[config.mk]
export PLATFORM = sky130hd
export DESIGN_NAME = gemm_ab_sequencer
export DESIGN_NICKNAME = d
export VERILOG_FILES = /design/src/rtl/gemm_ab_sequencer.sv
export SDC_FILE = /design/constraint.sdc
export NUM_CORES = 1
export LEC_CHECK = 0
export ABC_AREA = 1
export CAP_MARGIN = 20
export CORE_ASPECT_RATIO = 0.7
export CORE_MARGIN = 2
export CORE_UTILIZATION = 25
export DETAILED_ROUTE_END_ITERATION = 12
export HOLD_SLACK_MARGIN = 0.02
export RECOVER_POWER = 100
export SETUP_SLACK_MARGIN = 0.2
export SYNTH_ARGS = -nofsm -noshare
export SYNTH_HDL_FRONTEND = slang
export SYNTH_SLANG_ARGS = --single-unit
[constraint.sdc]
create_clock -name clk -period 1.68 [get_ports clk]
set_input_delay 0.336 -clock clk [delete_from_list [all_inputs] [get_ports clk]]
set_output_delay 0.336 -clock clk [all_outputs]
set_load 0.005 [all_outputs]
[src/rtl/gemm_ab_sequencer.sv]
// gemm_ab_sequencer: control FSM that walks the A/B operand RAMs for a DIMxDIM GEMM,
// producing two C rows per pass (rows 2p and 2p+1 through the two A read ports).
// MAC strobes are delayed one cycle to line up with the registered RAM read data.
// C write strobes and addresses come one cycle after that.
// Optional build macro SEQ_STALL_CNT_EN adds a saturating 16-bit hold counter output stall_cnt.
module gemm_ab_sequencer #(
  parameter int DIM = 8,
  parameter int AW  = 6
) (
  input  logic          clk,
  input  logic          rst_n,
  input  logic          start,
  input  logic          hold,
  output logic          busy,
  output logic          done,
  output logic [AW-1:0] a_addr_1,
  output logic [AW-1:0] a_addr_2,
  output logic [AW-1:0] b_addr,
  output logic          mac_en,
  output logic          mac_first,
  output logic          c_we,
  output logic [AW-1:0] c_addr_1,
  output logic [AW-1:0] c_addr_2
`ifdef SEQ_STALL_CNT_EN
  ,
  output logic [15:0]   stall_cnt
`endif
);

  localparam int KW = (DIM > 1) ? $clog2(DIM) : 1;
  localparam int PW = (DIM > 2) ? $clog2(DIM / 2) : 1;
  localparam logic [KW-1:0] K_LAST   = KW'(DIM - 1);
  localparam logic [PW-1:0] P_LAST   = PW'(DIM / 2 - 1);
  localparam logic [AW-1:0] ROW_STEP = AW'(DIM);
  localparam logic [AW-1:0] PAIR_STEP = AW'(2 * DIM);

  typedef enum logic [1:0] {
    IDLE  = 2'd0,
    ISSUE = 2'd1,
    DRAIN = 2'd2,
    DONE  = 2'd3
  } state_e;

  state_e        state_q, state_d;
  logic [PW-1:0] pCnt_q, pCnt_d;
  logic [KW-1:0] jCnt_q, jCnt_d;
  logic [KW-1:0] kCnt_q, kCnt_d;
  logic          drainCnt_q, drainCnt_d;
  logic          issue;

  logic          v1_q;
  logic          first1_q;
  logic          last1_q;
  logic [PW-1:0] p1_q;
  logic [KW-1:0] j1_q;

  logic          cWe_q;
  logic [AW-1:0] cAddr1_q;
  logic [AW-1:0] cAddr2_q;

  logic [AW-1:0] aRow1Addr;
  logic [AW-1:0] bColAddr;
  logic [AW-1:0] cRow1Addr;
  logic          inIssue;
  logic          writeNow;

  // Operand addresses: row 2p and 2p+1 of A at column k, row k of B at column j.
  assign aRow1Addr = AW'(pCnt_q) * PAIR_STEP + AW'(kCnt_q);
  assign bColAddr  = AW'(kCnt_q) * ROW_STEP + AW'(jCnt_q);
  assign cRow1Addr = AW'(p1_q) * PAIR_STEP + AW'(j1_q);
  assign inIssue   = (state_q == ISSUE);
  assign writeNow  = v1_q & last1_q;

  // Next-state and counter logic; only ISSUE cycles without hold advance (p,j,k).
  always_comb begin
    state_d    = state_q;
    pCnt_d     = pCnt_q;
    jCnt_d     = jCnt_q;
    kCnt_d     = kCnt_q;
    drainCnt_d = drainCnt_q;
    issue      = 1'b0;
    case (state_q)
      IDLE: begin
        if (start) begin
          state_d = ISSUE;
          pCnt_d  = '0;
          jCnt_d  = '0;
          kCnt_d  = '0;
        end
      end
      ISSUE: begin
        if (!hold) begin
          issue = 1'b1;
          if (kCnt_q == K_LAST) begin
            kCnt_d = '0;
            if (jCnt_q == K_LAST) begin
              jCnt_d = '0;
              if (pCnt_q == P_LAST) begin
                pCnt_d     = '0;
                drainCnt_d = 1'b0;
                state_d    = DRAIN;
              end else begin
                pCnt_d = pCnt_q + 1'b1;
              end
            end else begin
              jCnt_d = jCnt_q + 1'b1;
            end
          end else begin
            kCnt_d = kCnt_q + 1'b1;
          end
        end
      end
      DRAIN: begin
        if (drainCnt_q) begin
          drainCnt_d = 1'b0;
          state_d    = DONE;
        end else begin
          drainCnt_d = 1'b1;
        end
      end
      DONE: begin
        state_d = IDLE;
      end
      default: begin
        state_d = IDLE;
      end
    endcase
  end

  // State and loop counter registers.
  always_ff @(posedge clk) begin
    if (!rst_n) begin
      state_q    <= IDLE;
      pCnt_q     <= '0;
      jCnt_q     <= '0;
      kCnt_q     <= '0;
      drainCnt_q <= 1'b0;
    end else begin
      state_q    <= state_d;
      pCnt_q     <= pCnt_d;
      jCnt_q     <= jCnt_d;
      kCnt_q     <= kCnt_d;
      drainCnt_q <= drainCnt_d;
    end
  end

  // Two-stage strobe pipeline: stage 1 matches RAM read latency, stage 2 follows the last MAC.
  always_ff @(posedge clk) begin
    if (!rst_n) begin
      v1_q     <= 1'b0;
      first1_q <= 1'b0;
      last1_q  <= 1'b0;
      p1_q     <= '0;
      j1_q     <= '0;
      cWe_q    <= 1'b0;
      cAddr1_q <= '0;
      cAddr2_q <= '0;
    end else begin
      v1_q     <= issue;
      first1_q <= (kCnt_q == '0);
      last1_q  <= (kCnt_q == K_LAST);
      p1_q     <= pCnt_q;
      j1_q     <= jCnt_q;
      cWe_q    <= writeNow;
      cAddr1_q <= writeNow ? cRow1Addr : '0;
      cAddr2_q <= writeNow ? (cRow1Addr + ROW_STEP) : '0;
    end
  end

  assign busy      = (state_q != IDLE);
  assign done      = (state_q == DONE);
  assign a_addr_1  = inIssue ? aRow1Addr : '0;
  assign a_addr_2  = inIssue ? (aRow1Addr + ROW_STEP) : '0;
  assign b_addr    = inIssue ? bColAddr : '0;
  assign mac_en    = v1_q;
  assign mac_first = v1_q & first1_q;
  assign c_we      = cWe_q;
  assign c_addr_1  = cAddr1_q;
  assign c_addr_2  = cAddr2_q;

`ifdef SEQ_STALL_CNT_EN
  logic [15:0] stallCnt_q, stallCnt_d;

  // Count held ISSUE cycles for the current run, saturating rather than wrapping.
  always_comb begin
    stallCnt_d = stallCnt_q;
    if ((state_q == IDLE) && start) begin
      stallCnt_d = '0;
    end else if (inIssue && hold && (stallCnt_q != 16'hFFFF)) begin
      stallCnt_d = stallCnt_q + 16'd1;
    end
  end

  // Stall counter register.
  always_ff @(posedge clk) begin
    if (!rst_n) begin
      stallCnt_q <= '0;
    end else begin
      stallCnt_q <= stallCnt_d;
    end
  end

  assign stall_cnt = stallCnt_q;
`endif

endmodule

### After elaboration in Yosys (flattened, before gate mapping)

Cells that the tools add are included.

| word-level totals | value |
|---|---|
| flip-flop bits (word level) | 32 |
| bits in latches | 0 |
| RAM bits | 0 |
| bits in read-only memories | 0 |
| input port bits | 4 |
| output and inout bits | 35 |
| logic and storage cells | 78 |
| memories kept | 0 |

| operators by class | value |
|---|---|
| $add $sub $neg | 8 |
| multipliers | 0 |
| divide/modulo/power cells | 0 |
| $lt $le $gt $ge | 0 |
| equal/unequal tests | 12 |
| shift operators | 0 |
| multiplexer cells | 31 |
| bitwise operators | 2 |
| reductions and logical operators | 12 |

Operators with widths:

| kind | number |
|---|---|
| 2-bit two-way mux | 11 |
| 6-bit by 3-bit adder with 6-bit output | 3 |
| 3-bit two-way mux | 6 |
| 6-bit two-way mux | 3 |
| 6-bit by 4-bit adder with 6-bit output (second input constant) | 2 |
| 3-bit case mux with 2 select lines | 2 |
| 5-bit AND reduction | 2 |
| 2-bit case mux with 4 select lines | 1 |
| 3-bit by 1-bit adder with 3-bit output (second input constant) | 2 |
| 2-bit == test (second input constant) | 3 |
| 3-bit == test (second input constant) | 2 |
| 1-bit two-way mux | 6 |
| 2-bit by 1-bit != test with 1-bit output (second input constant) | 3 |
| 2-bit != test (second input constant) | 3 |
| 6-bit AND reduction | 1 |
| 2-bit nonzero test | 3 |
| 2-bit case mux with 2 select lines | 1 |
| 2-bit AND reduction | 2 |
| 4-bit AND reduction | 1 |
| 3-bit logical NOT | 1 |
| 3-bit AND reduction | 1 |
| 2-bit by 1-bit adder with 2-bit output (second input constant) | 1 |
| 1-bit AND | 2 |
| 2-bit by 1-bit == test with 1-bit output (second input constant) | 1 |
| other kinds (2) | 2 |

### Logic depth before layout (Yosys ltp)

| logic depth | value |
|---|---|
| depth in word-level cells | 6 |
| mapped depth | 9 |
| depth with buffers taken out | 9 |

### Least setup slack after synthesis

OpenSTA, ideal clock, no wires.

| path | value |
|---|---|
| path kind | register -> output |
| from | register state_q[1] |
| to | output port a_addr_2[0] |
| arrival time | 1051 ps |
| required time | 1344 ps |
| path slack | 293 ps |
| cell stages (with the launch flop) | 7 |
| buffers on the path | 2 |
| path through | dfxtp_1 -> inv_1 -> ha_1 -> buf_4 -> nand2_1 -> inv_1 -> buf_4 |

| between the ends | value |
|---|---|
| word-level cells in the longest chain between the ends | 2 |

Ends and longest elaborated chain:

| item | line | source |
|---|---|---|
| from (decl) | 44 | `state_e state_q, state_d;` |
| from (signal assigned) | 139 | `state_q <= state_d;` |
| 2-bit by 1-bit == test with 1-bit output | 71 | `assign inIssue = (state_q == ISSUE);` |
| 6-bit two-way mux | 173 | `assign a_addr_2 = inIssue ? (aRow1Addr + ROW_STEP) : '0;` |
| to (decl) | 17 | `output logic [AW-1:0] a_addr_2,` |

Every way passes these cells.

### Worst setup path after layout

| path | value |
|---|---|
| from | register state_q[0] |
| to | output port a_addr_2[1] |

The elaborated chain is that of the path after synthesis.

==> flow_summary.json <==
{
  "power.leakage_nw": 1.10,
  "first_pass_iters": 4,
  "p_clk_share_pct": 12.9,
  "clock_latency_ns": 0.26,
  "wirelength_um": 2830,
  "hold_ws_ns": 0.405,
  "pwr-share-seq_pct": 32.0,
  "synth.yosys.seq_area_share_pct": 38.4,
  "critPathMaxFanout": 5,
  "cts_num_sinks": 26,
  "r2r-end": "kCnt_q[1]",
  "cts_hold_buffers": 0,
  "slew_viol_final": 0,
  "period_minus_slack_ns": 1.54,
  "hold_end": "c_addr_2[2]",
  "nets": 241,
  "dieHeight_um": 65.6,
  "layout_common_cells": "inv_1 (28), nand2_1 (27), nor2_1 (24)",
  "path_class": "reg -> out",
  "clk_pin_slew_ns": 0.08,
  "num_rows": 22,
  "period_share_pct": 92.0,
  "dr.first_iter.drc_count": 17,
  "dpl_worst_slack_ns": -0.179,
  "place_area_mm2": 0.00173,
  "layout_commonest_cell": "inv_1",
  "dieArea_mm2": 0.00604,
  "wl_per_cell_um": 9.62,
  "rsz0062_at_grt": "yes",
  "fin_ws_ns": 0.135,
  "dr_total_vias": 1127,
  "critPathLaunch": "state_q[0]",
  "cts-htree-levels": 1,
  "sw_frac_of_total_pct": 39.3,
  "cts_root_buffer": "clkbuf_8",
  "io_buffers": 36,
  "cp.required_ns": 1.34,
  "arrival_ns": 1.21,
  "hold_path_depth": 2,
  "worst_clock_skew_ns": 0.00344,
  "design_area_mm2": 0.00199,
  "gr-total-overflow": 0,
  "antenna_found_initial": 0,
  "fin_util_pct": 38.0,
  "track_usage_pct": 9.82,
  "grt_max_degree": 14,
  "grt_pass1_vias": 1008,
  "p_per_area_mw_per_mm2": 1330,
  "end_kind": "primary output",
  "hpwl_um": 1990,
  "regToRegSetupSlack_ns": 0.15,
  "io_pins": 39,
  "core-area_mm2": 0.00523,
  "min-delay-start": "j1_q[2]",
  "cts_tree": "yes",
  "drc": 0,
  "ys_warn_count": 0,
  "finalHoldViolCount": 0,
  "routabilityCongestion": 0.807,
  "drv_cap": 0,
  "reg2regPathDepth": 9,
  "chipWidth_um": 92.0,
  "vias_per_cell": 3.83,
  "gr-max-usage-layer": "met2",
  "cts_buffer_depth": 2,
  "status": "finished clean",
  "fin_setup_tns_ns": 0,
  "switchingPower_mw": 1.04,
  "cts_buffers": 3,
  "use_met2_pct": 15.4,
  "synth.distinct_cells": 19,
  "netlist_area_mm2": 0.00136,
  "drive_gt1_share_pct": 33.8,
  "grt_pass1_wl_um": 4620,
  "met3_usage_pct": 3.67,
  "ys_seq_elements": 26,
  "internal-power_mw": 1.61,
  "ant_nets": 0,
  "crit_path_start_kind": "flip-flop",
  "antenna-diode-count": 0,
  "synthCells": 184,
  "areaGrowthSynthToFinish_pct": 46.7,
  "syn_avg_cell_area_um2": 7.37,
  "hp-class": "reg -> reg",
  "met1_usage_pct": 12.7,
  "start_util_pct": 25.9,
  "vdd_drop_max_uv": 410,
  "max_freq_mhz": 647,
  "p_comb_share_pct": 55.1,
  "worstReg2RegStart": "state_q[0]",
  "setup_violations": 0
}
## metrics by stage
step                total power [mW]  std cells
floorplan                       1.55        185
global placement                1.84        281
detailed placement              1.86        281
CTS                             2.46        290
global route                    2.89        294
finish                          2.65        294
## worst max-delay path, stage by stage, from the launching register on
cell and delay, ns:
dfxtp_1 0.42, ha_4 0.18, buf_12 0.14, nand2_4 0.05, inv_4 0.06, buf_6 0.09
## cell type report
cell class | instances | area, um^2
Tap cell | 72 | 90.1
Clock buffer | 3 | 41.3
Inverter | 38 | 163
Sequential cell | 26 | 526
Fill cell | 567 | 3240
Multi-Input combinational cell | 102 | 683
Timing Repair Buffer | 53 | 487
## layer usage
metal / up-vias / wire, um
li1: 603 / -
met1: 492 / 1340
met2: 27 / 1280
met3: 5 / 178
met4: 0 / 26
met5: - / 0
## flip-flops by register name, summed over array words and instances (netlist names), 2 cells and up
register	cells
c_addr_2	5
j1_q	3
jCnt_q	3
kCnt_q	3
p1_q	2
pCnt_q	2
state_q	2
## power groups by stage
stage	sequential (mW)	combinational, mW	clock (mW)
final	0.848	1.46	0.342
after global routing	0.866	1.63	0.387
after CTS	0.848	1.26	0.360
after detailed placement	0.831	1.03	0
after global placement	0.830	1.01	0
after floorplan	0.820	0.730	0
## repair_timing
item                       CTS  global route
setup endpoints to repair   32            40
resized for setup          123            32
pin swaps                    8            13
setup buffers                6             4
## cell families after synthesis
| family | Yosys count | synth area share, % |
|---|---|---|
| other | 1 | 0.276 |
| AOI/OAI and AO/OA | 12 | 4.98 |
| DFF | 26 | 38.4 |
| buffers and inverters | 57 | 20.7 |
| adders and majority gates | 13 | 12.0 |
| and+or+nand+nor | 75 | 23.7 |
## cells in the mapped netlist
cell type / count / area (um^2)
ha_1: 13 / 163
buf_4: 17 / 128
conb_1: 1 / 3.75
o21ai_0: 3 / 15.0
inv_2: 1 / 3.75
nor2_1: 27 / 101
buf_2: 2 / 10.0
dfxtp_1: 26 / 521
nand3_4: 1 / 17.5
nand2_2: 1 / 6.26
o21ai_2: 1 / 8.76
nor3_1: 2 / 10.0
nand2_1: 37 / 139
o21ai_1: 1 / 5.00
a21oi_2: 1 / 8.76
nand3_1: 5 / 25.0
a21oi_1: 6 / 30.0
nor2_4: 2 / 22.5
inv_1: 37 / 139
## worst max-delay path by stage
stage                   to  slack (ns)  cells past startpoint
6_report       a_addr_2[1]        0.14                      5
5_1_grt          jCnt_q[2]        0.06                     10
4_1_cts        a_addr_2[1]        0.15                      6
3_5_place_dp   a_addr_1[0]       -0.18                      5
3_3_place_gp   a_addr_1[1]       -0.12                      5
2_1_floorplan  a_addr_2[0]        0.29                      6
Power figures use the tool's default switching activity.
